==> config.mk <==
export PLATFORM = sky130hd
export DESIGN_NAME = axis_frame_master_flat
export DESIGN_NICKNAME = d
export VERILOG_FILES = /design/src/rtl/axis_frame_pkg.sv /design/src/rtl/axis_frame_master_if.sv /design/src/rtl/axis_sync_fifo.sv /design/src/rtl/axis_frame_master.sv /design/src/flat_wrapper.sv
export SDC_FILE = /design/constraint.sdc
export NUM_CORES = 1
export LEC_CHECK = 0
export CAP_MARGIN = 20
export CORE_ASPECT_RATIO = 1.4
export CORE_MARGIN = 2
export CORE_UTILIZATION = 50
export CTS_BUF_LIST = sky130_fd_sc_hd__clkbuf_16
export DETAILED_ROUTE_END_ITERATION = 10
export PLACE_DENSITY = 0.68
export SYNTH_ARGS = -nofsm -noshare
export SYNTH_HDL_FRONTEND = slang
export SYNTH_SLANG_ARGS = --single-unit
==> constraint.sdc <==
create_clock -name clk -period 3.22 [get_ports clk]
set_clock_uncertainty 0.05 [all_clocks]
set_input_delay 0.322 -clock clk [delete_from_list [all_inputs] [get_ports clk]]
set_output_delay 0.322 -clock clk [all_outputs]
set_load 0.01 [all_outputs]
==> src/rtl/axis_frame_pkg.sv <==
// ============================================================================
// Module      : axis_frame_pkg
// Description : Shared types and width helpers for the framed AXI-Stream
//               master (FSM state encoding, counter width functions).
// Revision    : 1.0 - initial release
// ============================================================================
`default_nettype none

package axis_frame_pkg;

    // Frame sequencing states, explicit 2-bit encoding
    typedef enum logic [1:0] {
        IDLE  = 2'd0,
        FILL  = 2'd1,
        DRAIN = 2'd2,
        DONE  = 2'd3
    } state_t;

    // Width of the optional output-stall counter
    localparam int STALL_CNT_W = 32;

    // Bits needed to index 0..n-1, never less than one bit
    function automatic int cnt_w(input int n);
        return (n <= 1) ? 1 : $clog2(n);
    endfunction

    // Bits needed to count 0..w*h inclusive (accepted-pixel counter)
    function automatic int in_cnt_w(input int w, input int h);
        return $clog2(w * h + 1);
    endfunction

endpackage

`default_nettype wire

==> src/rtl/axis_frame_master_if.sv <==
// ============================================================================
// Module      : axis_frame_master_if
// Description : Producer valid/ready pixel port plus AXI-Stream master port
//               of the frame master, with master (block) and slave (peer)
//               modports.
// Revision    : 1.0 - initial release
// ============================================================================
`default_nettype none

interface axis_frame_master_if #(
    parameter int DATA_WIDTH = 32
);
    // Producer side
    logic [DATA_WIDTH-1:0] in_data;
    logic                  in_valid;
    logic                  in_ready;

    // AXI-Stream side
    logic [DATA_WIDTH-1:0] m_axis_tdata;
    logic                  m_axis_tvalid;
    logic                  m_axis_tready;
    logic                  m_axis_tlast;
    logic                  m_axis_tuser;

    // View from the frame master itself
    modport master (
        input  in_data,
        input  in_valid,
        output in_ready,
        output m_axis_tdata,
        output m_axis_tvalid,
        input  m_axis_tready,
        output m_axis_tlast,
        output m_axis_tuser
    );

    // View from the producer / downstream peers
    modport slave (
        output in_data,
        output in_valid,
        input  in_ready,
        input  m_axis_tdata,
        input  m_axis_tvalid,
        output m_axis_tready,
        input  m_axis_tlast,
        input  m_axis_tuser
    );

endinterface

`default_nettype wire

==> src/rtl/axis_sync_fifo.sv <==
// ============================================================================
// Module      : axis_sync_fifo
// Description : Small synchronous FIFO with registered storage and
//               wrap-around pointers carrying one extra bit to tell full
//               from empty. Head entry is visible the cycle after its push.
// Revision    : 1.0 - initial release
// ============================================================================
`default_nettype none

module axis_sync_fifo #(
    parameter int DATA_WIDTH = 32,
    parameter int DEPTH      = 4
) (
    input  wire                   clk,
    input  wire                   rst,
    input  wire                   push,
    input  wire  [DATA_WIDTH-1:0] push_data,
    input  wire                   pop,
    output logic [DATA_WIDTH-1:0] head_data,
    output logic                  full,
    output logic                  empty
);

    localparam int             c_AW      = $clog2(DEPTH);
    localparam logic [c_AW:0]  c_PTR_ONE = {{c_AW{1'b0}}, 1'b1};

    logic [DATA_WIDTH-1:0] r_mem [DEPTH];
    logic [c_AW:0]         r_wr_ptr;
    logic [c_AW:0]         r_rd_ptr;
    logic                  w_push_ok;
    logic                  w_pop_ok;

    // Writes into a full FIFO and reads from an empty one are dropped
    assign w_push_ok = push && !full;
    assign w_pop_ok  = pop && !empty;

    // Storage: cleared on reset so the head reads zero after a flush
    always_ff @(posedge clk) begin
        if (rst) begin
            for (int i = 0; i < DEPTH; i++) begin
                r_mem[i] <= '0;
            end
        end else if (w_push_ok) begin
            r_mem[r_wr_ptr[c_AW-1:0]] <= push_data;
        end
    end

    // Read/write pointers, independent advance on push and pop
    always_ff @(posedge clk) begin
        if (rst) begin
            r_wr_ptr <= '0;
            r_rd_ptr <= '0;
        end else begin
            if (w_push_ok) begin
                r_wr_ptr <= r_wr_ptr + c_PTR_ONE;
            end
            if (w_pop_ok) begin
                r_rd_ptr <= r_rd_ptr + c_PTR_ONE;
            end
        end
    end

    assign head_data = r_mem[r_rd_ptr[c_AW-1:0]];
    assign empty     = (r_wr_ptr == r_rd_ptr);
    assign full      = (r_wr_ptr[c_AW] != r_rd_ptr[c_AW]) &&
                       (r_wr_ptr[c_AW-1:0] == r_rd_ptr[c_AW-1:0]);

endmodule

`default_nettype wire

==> src/rtl/axis_frame_master.sv <==
// ============================================================================
// Module      : axis_frame_master
// Description : Converts a valid/ready pixel producer into a framed
//               AXI-Stream master. One frame of FRAME_WIDTH x FRAME_HEIGHT
//               beats runs per frame_start; tuser marks the first beat of
//               the frame, tlast the last beat of each line. A small FIFO
//               absorbs downstream backpressure.
//               Optional build macro AXIS_FRAME_STALL_CNT_EN adds the
//               stall_cycles output (saturating tvalid && !tready count).
// Revision    : 1.0 - initial release
// ============================================================================
`default_nettype none

module axis_frame_master
    import axis_frame_pkg::*;
#(
    parameter int DATA_WIDTH   = 32,
    parameter int FRAME_WIDTH  = 512,
    parameter int FRAME_HEIGHT = 512,
    parameter int FIFO_DEPTH   = 4
) (
    input  wire                     clk,
    input  wire                     rst,
    input  wire                     frame_start,
    output logic                    frame_done,
    output logic                    busy,
`ifdef AXIS_FRAME_STALL_CNT_EN
    output logic [STALL_CNT_W-1:0]  stall_cycles,
`endif
    axis_frame_master_if.master     bus
);

    localparam int c_PIXELS = FRAME_WIDTH * FRAME_HEIGHT;
    localparam int c_IN_W   = in_cnt_w(FRAME_WIDTH, FRAME_HEIGHT);
    localparam int c_COL_W  = cnt_w(FRAME_WIDTH);
    localparam int c_ROW_W  = cnt_w(FRAME_HEIGHT);

    localparam logic [c_IN_W-1:0]  c_IN_LAST  = c_IN_W'(c_PIXELS - 1);
    localparam logic [c_IN_W-1:0]  c_IN_ONE   = c_IN_W'(1);
    localparam logic [c_COL_W-1:0] c_COL_LAST = c_COL_W'(FRAME_WIDTH - 1);
    localparam logic [c_COL_W-1:0] c_COL_ONE  = c_COL_W'(1);
    localparam logic [c_ROW_W-1:0] c_ROW_LAST = c_ROW_W'(FRAME_HEIGHT - 1);
    localparam logic [c_ROW_W-1:0] c_ROW_ONE  = c_ROW_W'(1);

    state_t                r_state;
    state_t                w_state_next;
    logic [c_IN_W-1:0]     r_in_cnt;
    logic [c_COL_W-1:0]    r_col_cnt;
    logic [c_ROW_W-1:0]    r_row_cnt;

    logic                  w_accept;
    logic                  w_push;
    logic                  w_pop;
    logic                  w_last_beat;
    logic                  w_fifo_full;
    logic                  w_fifo_empty;
    logic [DATA_WIDTH-1:0] w_fifo_head;

    // Frame accepted only from IDLE; frame_start elsewhere has no effect
    assign w_accept = (r_state == IDLE) && frame_start;

    // Producer side: accept only while filling and there is room
    assign bus.in_ready = (r_state == FILL) && !w_fifo_full;
    assign w_push       = bus.in_valid && bus.in_ready;

    // Stream side: valid whenever the frame is active and data is buffered
    assign bus.m_axis_tvalid = ((r_state == FILL) || (r_state == DRAIN)) && !w_fifo_empty;
    assign bus.m_axis_tdata  = w_fifo_head;
    assign w_pop             = bus.m_axis_tvalid && bus.m_axis_tready;

    // Flags derive from handshake-only counters, so they hold while stalled
    assign bus.m_axis_tuser = bus.m_axis_tvalid && (r_col_cnt == '0) && (r_row_cnt == '0);
    assign bus.m_axis_tlast = bus.m_axis_tvalid && (r_col_cnt == c_COL_LAST);
    assign w_last_beat      = (r_col_cnt == c_COL_LAST) && (r_row_cnt == c_ROW_LAST);

    assign frame_done = (r_state == DONE);
    assign busy       = (r_state != IDLE);

    axis_sync_fifo #(
        .DATA_WIDTH (DATA_WIDTH),
        .DEPTH      (FIFO_DEPTH)
    ) u_fifo (
        .clk       (clk),
        .rst       (rst),
        .push      (w_push),
        .push_data (bus.in_data),
        .pop       (w_pop),
        .head_data (w_fifo_head),
        .full      (w_fifo_full),
        .empty     (w_fifo_empty)
    );

    // State register
    always_ff @(posedge clk) begin
        if (rst) begin
            r_state <= IDLE;
        end else begin
            r_state <= w_state_next;
        end
    end

    // Next-state logic: FILL until the last pixel is pushed, DRAIN until
    // the last beat leaves, then a single DONE cycle
    always_comb begin
        w_state_next = r_state;
        case (r_state)
            IDLE:    if (frame_start) w_state_next = FILL;
            FILL:    if (w_push && (r_in_cnt == c_IN_LAST)) w_state_next = DRAIN;
            DRAIN:   if (w_pop && w_last_beat) w_state_next = DONE;
            DONE:    w_state_next = IDLE;
            default: w_state_next = IDLE;
        endcase
    end

    // Pixel, column and row counters; column/row move only on a handshake
    always_ff @(posedge clk) begin
        if (rst || w_accept) begin
            r_in_cnt  <= '0;
            r_col_cnt <= '0;
            r_row_cnt <= '0;
        end else begin
            if (w_push) begin
                r_in_cnt <= r_in_cnt + c_IN_ONE;
            end
            if (w_pop) begin
                if (r_col_cnt == c_COL_LAST) begin
                    r_col_cnt <= '0;
                    r_row_cnt <= (r_row_cnt == c_ROW_LAST) ? '0 : (r_row_cnt + c_ROW_ONE);
                end else begin
                    r_col_cnt <= r_col_cnt + c_COL_ONE;
                end
            end
        end
    end

`ifdef AXIS_FRAME_STALL_CNT_EN
    localparam logic [STALL_CNT_W-1:0] c_STALL_ONE = STALL_CNT_W'(1);

    logic [STALL_CNT_W-1:0] r_stall_cnt;

    // Saturating count of stalled output cycles, held until the next frame
    always_ff @(posedge clk) begin
        if (rst || w_accept) begin
            r_stall_cnt <= '0;
        end else if (bus.m_axis_tvalid && !bus.m_axis_tready && (r_stall_cnt != '1)) begin
            r_stall_cnt <= r_stall_cnt + c_STALL_ONE;
        end
    end

    assign stall_cycles = r_stall_cnt;
`endif

endmodule

`default_nettype wire

==> src/flat_wrapper.sv <==
// flat-port wrapper written by rule: the top's interface ports become plain ports
module axis_frame_master_flat import axis_frame_pkg::*;
#(
    parameter int DATA_WIDTH   = 32,
    parameter int FRAME_WIDTH  = 512,
    parameter int FRAME_HEIGHT = 512,
    parameter int FIFO_DEPTH   = 4
)
  (clk, rst, frame_start, frame_done, busy, bus_in_data, bus_in_valid, bus_in_ready, bus_m_axis_tdata, bus_m_axis_tvalid, bus_m_axis_tready, bus_m_axis_tlast, bus_m_axis_tuser);
  axis_frame_master_if #(.DATA_WIDTH(DATA_WIDTH)) bus_i ();
  input  wire clk;
  input  wire rst;
  input  wire frame_start;
  output logic frame_done;
  output logic busy;
  input wire logic [$bits(bus_i.in_data)-1:0] bus_in_data;
  input wire logic [$bits(bus_i.in_valid)-1:0] bus_in_valid;
  output wire logic [$bits(bus_i.in_ready)-1:0] bus_in_ready;
  output wire logic [$bits(bus_i.m_axis_tdata)-1:0] bus_m_axis_tdata;
  output wire logic [$bits(bus_i.m_axis_tvalid)-1:0] bus_m_axis_tvalid;
  input wire logic [$bits(bus_i.m_axis_tready)-1:0] bus_m_axis_tready;
  output wire logic [$bits(bus_i.m_axis_tlast)-1:0] bus_m_axis_tlast;
  output wire logic [$bits(bus_i.m_axis_tuser)-1:0] bus_m_axis_tuser;
  assign bus_i.in_data = bus_in_data;
  assign bus_i.in_valid = bus_in_valid;
  assign bus_in_ready = bus_i.in_ready;
  assign bus_m_axis_tdata = bus_i.m_axis_tdata;
  assign bus_m_axis_tvalid = bus_i.m_axis_tvalid;
  assign bus_i.m_axis_tready = bus_m_axis_tready;
  assign bus_m_axis_tlast = bus_i.m_axis_tlast;
  assign bus_m_axis_tuser = bus_i.m_axis_tuser;
  axis_frame_master #(.DATA_WIDTH(DATA_WIDTH), .FRAME_WIDTH(FRAME_WIDTH), .FRAME_HEIGHT(FRAME_HEIGHT), .FIFO_DEPTH(FIFO_DEPTH)) u_core (.clk(clk), .rst(rst), .frame_start(frame_start), .frame_done(frame_done), .busy(busy), .bus(bus_i));
endmodule
==> reports/qor.log, run 1 <==
[sta] Final Max Slew Viols 0
[synthesis] Post-synth ARST share 0%
[finish] layout cells sized above 1 13.7%
[global_route] total congestion overflow 0
[pwr] worst vdd ir 0.000367 V
[sta] transition time of the tightest slew-check pin 0.916 ns
[sta] setup total negative slack 0 ns
[flow_run] number of max-cap violations 0
[critical_path] crit-path cells ha_1 -> and3_1 -> and3_1 -> and3_1 -> ha_2 -> inv_1 -> nor2_1 -> clkdlybuf4s50_1
[sta] Final Cycle Share 94.5%
[sta] final setup vio count 0
[drt] met2 WL 9.33 mm
[critical_path] kind of start point of the critical path flip-flop
[worst_hold_path] hold wc startpoint u_core.r_col_cnt[8]$_SDFFE_PP0N_
[critical_path] worst setup path startpoint u_core.r_col_cnt[0]$_SDFFE_PP0N_
[drt] top metal layer carrying routed signals met4
[floorplan] row count 54
[global_route] largest net degree at the start of global routing 33
[placement] count of buffers inserted at the top-level ports 74
[finish] number of standard cells in the layout, taps in and fillers out 881
[critical_path] Top Family by Delay on Critical Path simple AND/OR/NAND/NOR gates
[critical_path] data arrival at the endpoint of the critical path 2.67 ns
[drt] first-pass detailed-route iteration total 4
[clock_tree] CTS tree built
[clock_tree] CTS clock-pin slew for the worst setup and hold paths 0.06 ns
[finish] most used cells in the layout excluding fill and tap cells sky130_fd_sc_hd__and2_1 (128), sky130_fd_sc_hd__edfxtp_1 (128), sky130_fd_sc_hd__clkdlybuf4s50_1 (74)
[placement] count of placed standard cells including taps 850
[synthesis] area share of the largest cell type after synthesis 48.4%
[drt] metal1 wirelength 6.33 mm
[synthesis] EDFF count, synth 128
[pwr] total power of the final layout 0.00577 W
[clock_tree] sinks on the clock net 175
[critical_path] required time reported for the critical path endpoint 2.85 ns
[critical_path] most numerous cell on the critical path sky130_fd_sc_hd__and3_1
[placement] Placed Area 8970 sq um
[floorplan] height of the die 153 um
[synthesis] top cells by area in the synthesized netlist sky130_fd_sc_hd__edfxtp_1 (48%), sky130_fd_sc_hd__dfxtp_1 (12%), sky130_fd_sc_hd__and2_1 (10%), sky130_fd_sc_hd__mux4_2 (9.1%), sky130_fd_sc_hd__xnor2_1 (2.6%)
[sta] RSZ-0062 raised after global routing no
[pwr] Power Density 600 nW/um^2
[clock_tree] CTS H-Tree Depth 4
[pwr] leak pwr 3.37 nW
[clock_tree] clk buf depth 2
[drt] Via density 5.52
[finish] ant diodes 0
[sta] tightest slew margin relative to the limit 38.9%
[floorplan] count of pins on the block boundary 75
[drt] wire per inst 18.7 um
[worst_hold_path] end point of the most critical hold path u_core.r_col_cnt[8]$_SDFFE_PP0N_
[sta] hold slack final 0.449 ns
[critical_path] CP Capture Type primary output
[worst_hold_path] worst hold-check path type flip-flop to flip-flop
[global_route] vias in the first global route 5,196
[synthesis] top_reg_cell synth sky130_fd_sc_hd__edfxtp_1
[synthesis] sequential share of the synthesized area 60.2%
[synthesis] largest area contributor in the synthesized netlist sky130_fd_sc_hd__edfxtp_1
[placement] HPWL after detailed placement 10.7 mm
[synthesis] Synth warnings 0
[critical_path] RR Endpoint u_core.u_fifo.r_mem[0][11]$_SDFFCE_PN0P_
[critical_path] Crit-path slowest cell sky130_fd_sc_hd__clkdlybuf4s50_1
[drt] remaining antenna violation count 0
[critical_path] Max stage delay on crit path 0.54 ns
[synthesis] cell count after synthesis 596
[synthesis] netlist area before placement 7940 sq um
[drt] met3 wire len 668 um
[clock_tree] clock tree root buffer cell sky130_fd_sc_hd__clkbuf_16
[synthesis] library cells used by synthesis 52
[drt] sum of routed wire length over all layers 16.5 mm
[floorplan] Total Die Area 16,900 sq um
[critical_path] worst r2r path cells 7
[sta] Fmax 0.329 GHz
[global_route] wire length of the first global-routing pass 26.7 mm
[worst_hold_path] Cells on Worst Hold Path 2
[finish] Finished Cell Area 9620 sq um
[floorplan] placeable core area 15,500 sq um
[critical_path] R2R Path Start u_core.r_state[1]$_SDFFE_PP0P_
[finish] filler cell count 1,231
[synthesis] Avg Synthesized Cell Area 13.3 sq um
[critical_path] peak fanout along the critical path 14
[drt] initial detailed-routing violation count 224
[sta] final number of hold-violating endpoints 0
[drt] total number of vias 4,866
[floorplan] horizontal extent of the die 111 um
[clock_tree] Worst-Skew Late Latency 0.42 ns
[placement] routability congestion estimate 0.812
[drt] DR DRC count 0
[synthesis] synthesized netlist net count 647
[global_route] global-route usage over all layers 20.2%
[critical_path] R2R setup slack 0.59 ns
[critical_path] CP Buf/Inv Count 2
[finish] area overhead of the layout relative to synthesis 21.1%
[sta] post-layout min period 3.04 ns
[synthesis] number of storage elements in the synthesis netlist 175
[finish] net count reported at finish 724
[critical_path] kind of critical path flip-flop to primary output
[floorplan] effective utilization at floorplan 51.1%
[global_route] initial antenna violation count 0
[status] status complete, no violations
[clock_tree] hold-fix buffer count after cts 0
[clock_tree] clock buffer count from CTS 17
[logic make-up after synthesis]
group           Yosys count  synth area share (%)
simple gates            259                  18.7
fa+ha+maj                14                  2.21
xor+xnor                 30                  3.40
buf+inv                  42                  2.27
compound gates           42                  3.86
mux                      34                  9.33
flops                   175                  60.2
[where the power goes]
group / total, W / switching, W / internal [W]
clock: 0.00222 / 0.000849 / 0.00138
combinational: 0.000904 / 0.000451 / 0.000453
sequential: 0.00264 / 0.0000726 / 0.00257
[state kept, by name (all words and copies together), names as in the netlist, named ones only]
signal and cells:
u_core.u_fifo.r_rd_ptr 3, u_core.r_row_cnt 9, u_core.r_col_cnt 9, u_core.r_state 2
u_core.u_fifo.r_mem 128, u_core.r_in_cnt 19, u_core.u_fifo.r_wr_ptr 3
[worst max-delay path by stage]
stage                     slack, ns  cells past startpoint                                       end
after global placement         0.49                      6  u_core.u_fifo.r_mem[0][29]$_SDFFCE_PN0P_
after CTS                      0.05                      8                          bus_m_axis_tlast
after floorplan                0.84                      7   u_core.u_fifo.r_mem[2][0]$_SDFFCE_PN0P_
after detailed placement       0.44                      6  u_core.u_fifo.r_mem[0][30]$_SDFFCE_PN0P_
after global routing           0.04                      8                          bus_m_axis_tlast
final                          0.18                      8                          bus_m_axis_tlast
[metrics by stage]
| step | setup slack, ns | util [%] |
|---|---|---|
| floorplan | 0.837 | - |
| global placement | 0.486 | 57.8 |
| detailed placement | 0.440 | 57.8 |
| CTS | 0.0508 | 61.9 |
| global route | 0.0423 | 61.9 |
| finish | 0.177 | 61.9 |
[routing by layer]
metal | vias up | global-route usage, %
met3 | 17 | 4.20
met2 | 121 | 38.5
li1 | 2302 | -
met1 | 2426 | 22.3
met5 | - | 0
met4 | 0 | 6.73
[final cells by class]
| type | instances | area [sq um] | share of cell area (%) |
|---|---|---|---|
| Inverter | 12 | 45.0 | 0.468 |
| Sequential cell | 175 | 4790 | 49.8 |
| Clock inverter | 14 | 214 | 2.22 |
| Multi-Input combinational cell | 379 | 3000 | 31.2 |
| Tap cell | 196 | 245 | 2.55 |
| Clock buffer | 17 | 425 | 4.42 |
| Timing Repair Buffer | 88 | 896 | 9.32 |
[synthesized netlist by cell type (3+ instances only)]
master,number
sky130_fd_sc_hd__inv_1,12
sky130_fd_sc_hd__nor4_1,6
sky130_fd_sc_hd__buf_1,3
sky130_fd_sc_hd__nand3b_1,3
sky130_fd_sc_hd__clkbuf_1,11
sky130_fd_sc_hd__a21oi_1,15
sky130_fd_sc_hd__xnor2_1,24
sky130_fd_sc_hd__and3_1,7
sky130_fd_sc_hd__nor3_2,3
sky130_fd_sc_hd__nand4_1,5
sky130_fd_sc_hd__or3_1,3
sky130_fd_sc_hd__or2_2,4
sky130_fd_sc_hd__ha_1,14
sky130_fd_sc_hd__nor2_1,35
sky130_fd_sc_hd__mux4_2,32
sky130_fd_sc_hd__buf_2,13
sky130_fd_sc_hd__dfxtp_1,47
sky130_fd_sc_hd__and2_1,128
sky130_fd_sc_hd__edfxtp_1,128
sky130_fd_sc_hd__nand3_1,13
sky130_fd_sc_hd__o31ai_1,3
sky130_fd_sc_hd__nand2_1,28
sky130_fd_sc_hd__nor3_1,11
sky130_fd_sc_hd__o21ai_0,8
sky130_fd_sc_hd__xor2_1,5
[what timing repair did]
action                                 4_1_cts  5_1_grt
resized for setup                            0        1
endpoints found under the hold margin        0        0
buffers inserted                             0        0
setup endpoints to repair                    0        1
[worst reg2reg max path, cell delays in order, from the launching register on]
cell and delay [ns]:
sky130_fd_sc_hd__dfxtp_1 0.33, sky130_fd_sc_hd__inv_1 0.13, sky130_fd_sc_hd__ha_1 0.25, sky130_fd_sc_hd__nand2_1 0.17, sky130_fd_sc_hd__a31oi_4 0.18, sky130_fd_sc_hd__nand2b_1 0.20, sky130_fd_sc_hd__nor3_4 0.18, sky130_fd_sc_hd__or2_2 0.74
(Power assumes the default switching activity.)
==> inputs of run 2 (changes only) <==
--- a/config.mk
+++ b/config.mk
@@ -11,6 +11,7 @@
 export CORE_UTILIZATION = 50
 export CTS_BUF_LIST = sky130_fd_sc_hd__clkbuf_16
 export DETAILED_ROUTE_END_ITERATION = 10
+export GPL_ROUTABILITY_DRIVEN = 0
 export PLACE_DENSITY = 0.68
 export SYNTH_ARGS = -nofsm -noshare
 export SYNTH_HDL_FRONTEND = slang
==> results of run 2 <==
Final layout, timing and power as in run 1 (identical DEF).
==> inputs of run 3 (changes only) <==
--- a/config.mk
+++ b/config.mk
@@ -5,14 +5,17 @@
 export SDC_FILE = /design/constraint.sdc
 export NUM_CORES = 1
 export LEC_CHECK = 0
+export ABC_CLOCK_PERIOD_IN_PS = 3220
 export CAP_MARGIN = 20
+export CELL_PAD_IN_SITES_DETAIL_PLACEMENT = 0
+export CELL_PAD_IN_SITES_GLOBAL_PLACEMENT = 1
 export CORE_ASPECT_RATIO = 1.4
 export CORE_MARGIN = 2
-export CORE_UTILIZATION = 50
+export CORE_UTILIZATION = 47
 export CTS_BUF_LIST = sky130_fd_sc_hd__clkbuf_16
 export DETAILED_ROUTE_END_ITERATION = 10
 export GPL_ROUTABILITY_DRIVEN = 0
-export PLACE_DENSITY = 0.68
+export PLACE_DENSITY = 0.76
 export SYNTH_ARGS = -nofsm -noshare
 export SYNTH_HDL_FRONTEND = slang
 export SYNTH_SLANG_ARGS = --single-unit
==> run 3 against run 2 <==
Net effect: maximum frequency grew 5.9%; critical path type unchanged; count of clock-buffer cells in the layout is the same; hold slack lost 0.018 ns; register-to-register slack gained 0.20 ns; non-clock buffer count grew 4; die area grew 6.2%; combinational power grew 2.9%; sequential share of layout area shrank 0.071 points; via count shrank 1.7%; first-iteration DRC count shrank 9.8%.
==> reports/qor.log, run 3 (synthesis results as in run 1) <==
[status] status complete, no violations
[critical_path] crit-path cells xor2_1 -> o31ai_2 -> buf_4 -> nor3_1 -> clkdlybuf4s50_1
[critical_path] peak fanout along the critical path 10 [-4]
[pwr] Sequential Power Share 46.4% [+0.6 points]
[floorplan] Total Die Area 18,000 sq um [+6.2%]
[drt] wire per inst 17.7 um [-5.7%]
[pwr] Comb pwr share 16.4% [+0.7 points]
[flow_run] number of max-cap violations 0 [unchanged]
[finish] net count reported at finish 728 [+0.55%]
[finish] max FFs per register 128 [unchanged]
[pwr] clock network fraction of design power 37.2% [-1.3 points]
[pwr] net switching power 0.00140 W [+1.8%]
[sta] RSZ-0062 raised after global routing no
[pwr] leak pwr 3.39 nW [+0.72%]
[clock_tree] clk buf depth 2 [unchanged]
[critical_path] kind of start point of the critical path flip-flop
[clock_tree] Worst-Skew Late Latency 0.42 ns [about the same]
[global_route] global-route usage over all layers 18.8% [-1.4 points]
[clock_tree] clock buffer count from CTS 17 [unchanged]
[drt] Via density 5.35 [-3.0%]
[clock_tree] sinks on the clock net 175 [unchanged]
[pwr] Power Internal 0.00426 W [-3.1%]
[global_route] wire length of the first global-routing pass 25.6 mm [-4.2%]
[placement] Placed Area 9030 sq um [+0.57%]
[critical_path] R2R Path Start u_core.r_col_cnt[0]$_SDFFE_PP0N_
[critical_path] worst setup path startpoint u_core.u_fifo.r_wr_ptr[1]$_SDFFE_PP0P_
[global_route] largest net degree at the start of global routing 33 [unchanged]
[clock_tree] CTS H-Tree Depth 4 [unchanged]
[drt] remaining antenna violation count 0 [unchanged]
[sta] setup total negative slack 0 ns [unchanged]
[sta] Fmax 0.348 GHz [+5.9%]
[sta] post-layout min period 2.87 ns [-0.171 ns]
[clock_tree] hold-fix buffer count after cts 0 [unchanged]
[clock_tree] Resized Gates After CTS 0 [unchanged]
[floorplan] height of the die 158 um [+3.1%]
[placement] count of placed standard cells including taps 861 [+1.3%]
[clock_tree] Post CTS Setup Buffer Count 0 [unchanged]
[placement] HPWL after detailed placement 10.4 mm [-2.4%]
[floorplan] horizontal extent of the die 114 um [+3.0%]
[pwr] switching power as a share of total power 24.7% [+0.90 points]
[finish] registers with the most flip-flops u_core.u_fifo.r_mem: 128 flops, u_core.r_in_cnt: 19 flops
[worst_hold_path] worst hold-check path type flip-flop to flip-flop
[critical_path] worst r2r path cells 9 [+2]
[critical_path] RR Endpoint u_core.r_row_cnt[7]$_SDFFE_PP0P_
[critical_path] required time reported for the critical path endpoint 2.85 ns [about the same]
[critical_path] R2R setup slack 0.79 ns [+0.20 ns]
[finish] ant diodes 0 [unchanged]
[critical_path] Crit-path slowest cell sky130_fd_sc_hd__dfxtp_1
[finish] Top reg by flops u_core.u_fifo.r_mem
[critical_path] data arrival at the endpoint of the critical path 2.50 ns [-0.17 ns]
[finish] area overhead of the layout relative to synthesis 21.3%
[critical_path] kind of critical path flip-flop to primary output
[sta] hold slack final 0.430 ns [-0.0185 ns]
[sta] transition time of the tightest slew-check pin 0.592 ns [-0.324 ns]
[global_route] total congestion overflow 0 [unchanged]
[finish] most used cells in the layout excluding fill and tap cells sky130_fd_sc_hd__and2_1 (128), sky130_fd_sc_hd__edfxtp_1 (128), sky130_fd_sc_hd__clkdlybuf4s50_1 (74)
[worst_hold_path] end point of the most critical hold path u_core.r_col_cnt[8]$_SDFFE_PP0N_
[floorplan] placeable core area 16,700 sq um [+7.3%]
[finish] number of standard cells in the layout, taps in and fillers out 893 [+1.4%]
[worst_hold_path] hold wc startpoint u_core.r_col_cnt[8]$_SDFFE_PP0N_
[drt] sum of routed wire length over all layers 15.8 mm [-4.5%]
[floorplan] row count 56 [+3.7%]
[finish] Finished Cell Area 9630 sq um [+0.14%]
[global_route] initial antenna violation count 1 [+1]
[sta] final setup vio count 0 [unchanged]
[clock_tree] clock tree root buffer cell sky130_fd_sc_hd__clkbuf_16
[critical_path] Max stage delay on crit path 0.58 ns [+0.04 ns]
[clock_tree] CTS clock-pin slew for the worst setup and hold paths 0.06 ns [about the same]
[clock_tree] CTS tree built
[sta] final number of hold-violating endpoints 0 [unchanged]
[sta] Final Cycle Share 89.2% [-5.3 points]
[global_route] vias in the first global route 5,124 [-1.4%]
[finish] layout cells sized above 1 14.1% [+0.34 points]
[floorplan] count of pins on the block boundary 75 [unchanged]
[sta] tightest slew margin relative to the limit 60.3% [+21 points]
[pwr] Power Density 588 nW/um^2 [-2.0%]
[pwr] worst vdd ir 0.000368 V [+0.26%]
[critical_path] CP Capture Type primary output
[drt] total number of vias 4,782 [-1.7%]
[floorplan] effective utilization at floorplan 47.6% [-3.5 points]
[sta] Final Max Slew Viols 0 [unchanged]
[drt] first-pass detailed-route iteration total 4 [unchanged]
[placement] count of buffers inserted at the top-level ports 74 [unchanged]
[drt] DR DRC count 0 [unchanged]
[drt] initial detailed-routing violation count 202 [-9.8%]
[worst_hold_path] Cells on Worst Hold Path 2 [unchanged]
## run 3: worst max-delay path by stage
stage	end	slack [ns]	cells after the start
after floorplan	u_core.u_fifo.r_mem[2][0]$_SDFFCE_PN0P_	0.84	7
after global placement	u_core.u_fifo.r_mem[2][13]$_SDFFCE_PN0P_	0.67	7
after detailed placement	u_core.u_fifo.r_mem[2][20]$_SDFFCE_PN0P_	0.64	7
after CTS	bus_m_axis_tuser	0.33	5
after global routing	bus_m_axis_tlast	0.16	8
final	bus_m_axis_tuser	0.35	5
## run 3: metal layers
layer | GRT usage [%] | share of wire [%] | vias up
met5 | 0 | 0 | -
met4 | 7.20 | 2.4 | 0
met3 | 4.52 | 3.3 | 28
met2 | 35.1 | 54 | 80
met1 | 20.5 | 40 | 2365
li1 | - | - | 2309
## run 3: critical path, delay by kind of cell, from the launching register on
family | cells | cell delay (ns)
and+or+nand+nor | 1 | 0.21
DFF | 1 | 0.58
buffers and inverters | 2 | 0.76
xor gates and xnor gates | 1 | 0.41
AOI/OAI and AO/OA | 1 | 0.13
## run 3: area by class of cell
type                       instances  area (sq um)
clock inverter                    15           179
timing repair buffer              92           938
multi-input combinational        379          3000
tap                              203           254
inverter                          12          45.0
clock buffer                      17           425
sequential                       175          4790
fill                            1371          7050
## run 3: metrics by stage
stage               total power, W  setup slack (ns)  util [%]
global route               0.00589             0.156      57.8
CTS                        0.00572             0.330      57.8
floorplan                  0.00318             0.837         -
detailed placement         0.00362             0.637      54.1
global placement           0.00359             0.666      54.1
finish                     0.00566             0.348      57.8
## run 3: power by group through the flow
stage / clock, W / combinational, W / sequential, W
3_3_place_gp: 0 / 0.000923 / 0.00267
2_1_floorplan: 0 / 0.000536 / 0.00265
6_report: 0.00211 / 0.000930 / 0.00263
4_1_cts: 0.00215 / 0.000943 / 0.00263
5_1_grt: 0.00224 / 0.00101 / 0.00264
3_5_place_dp: 0 / 0.000937 / 0.00268
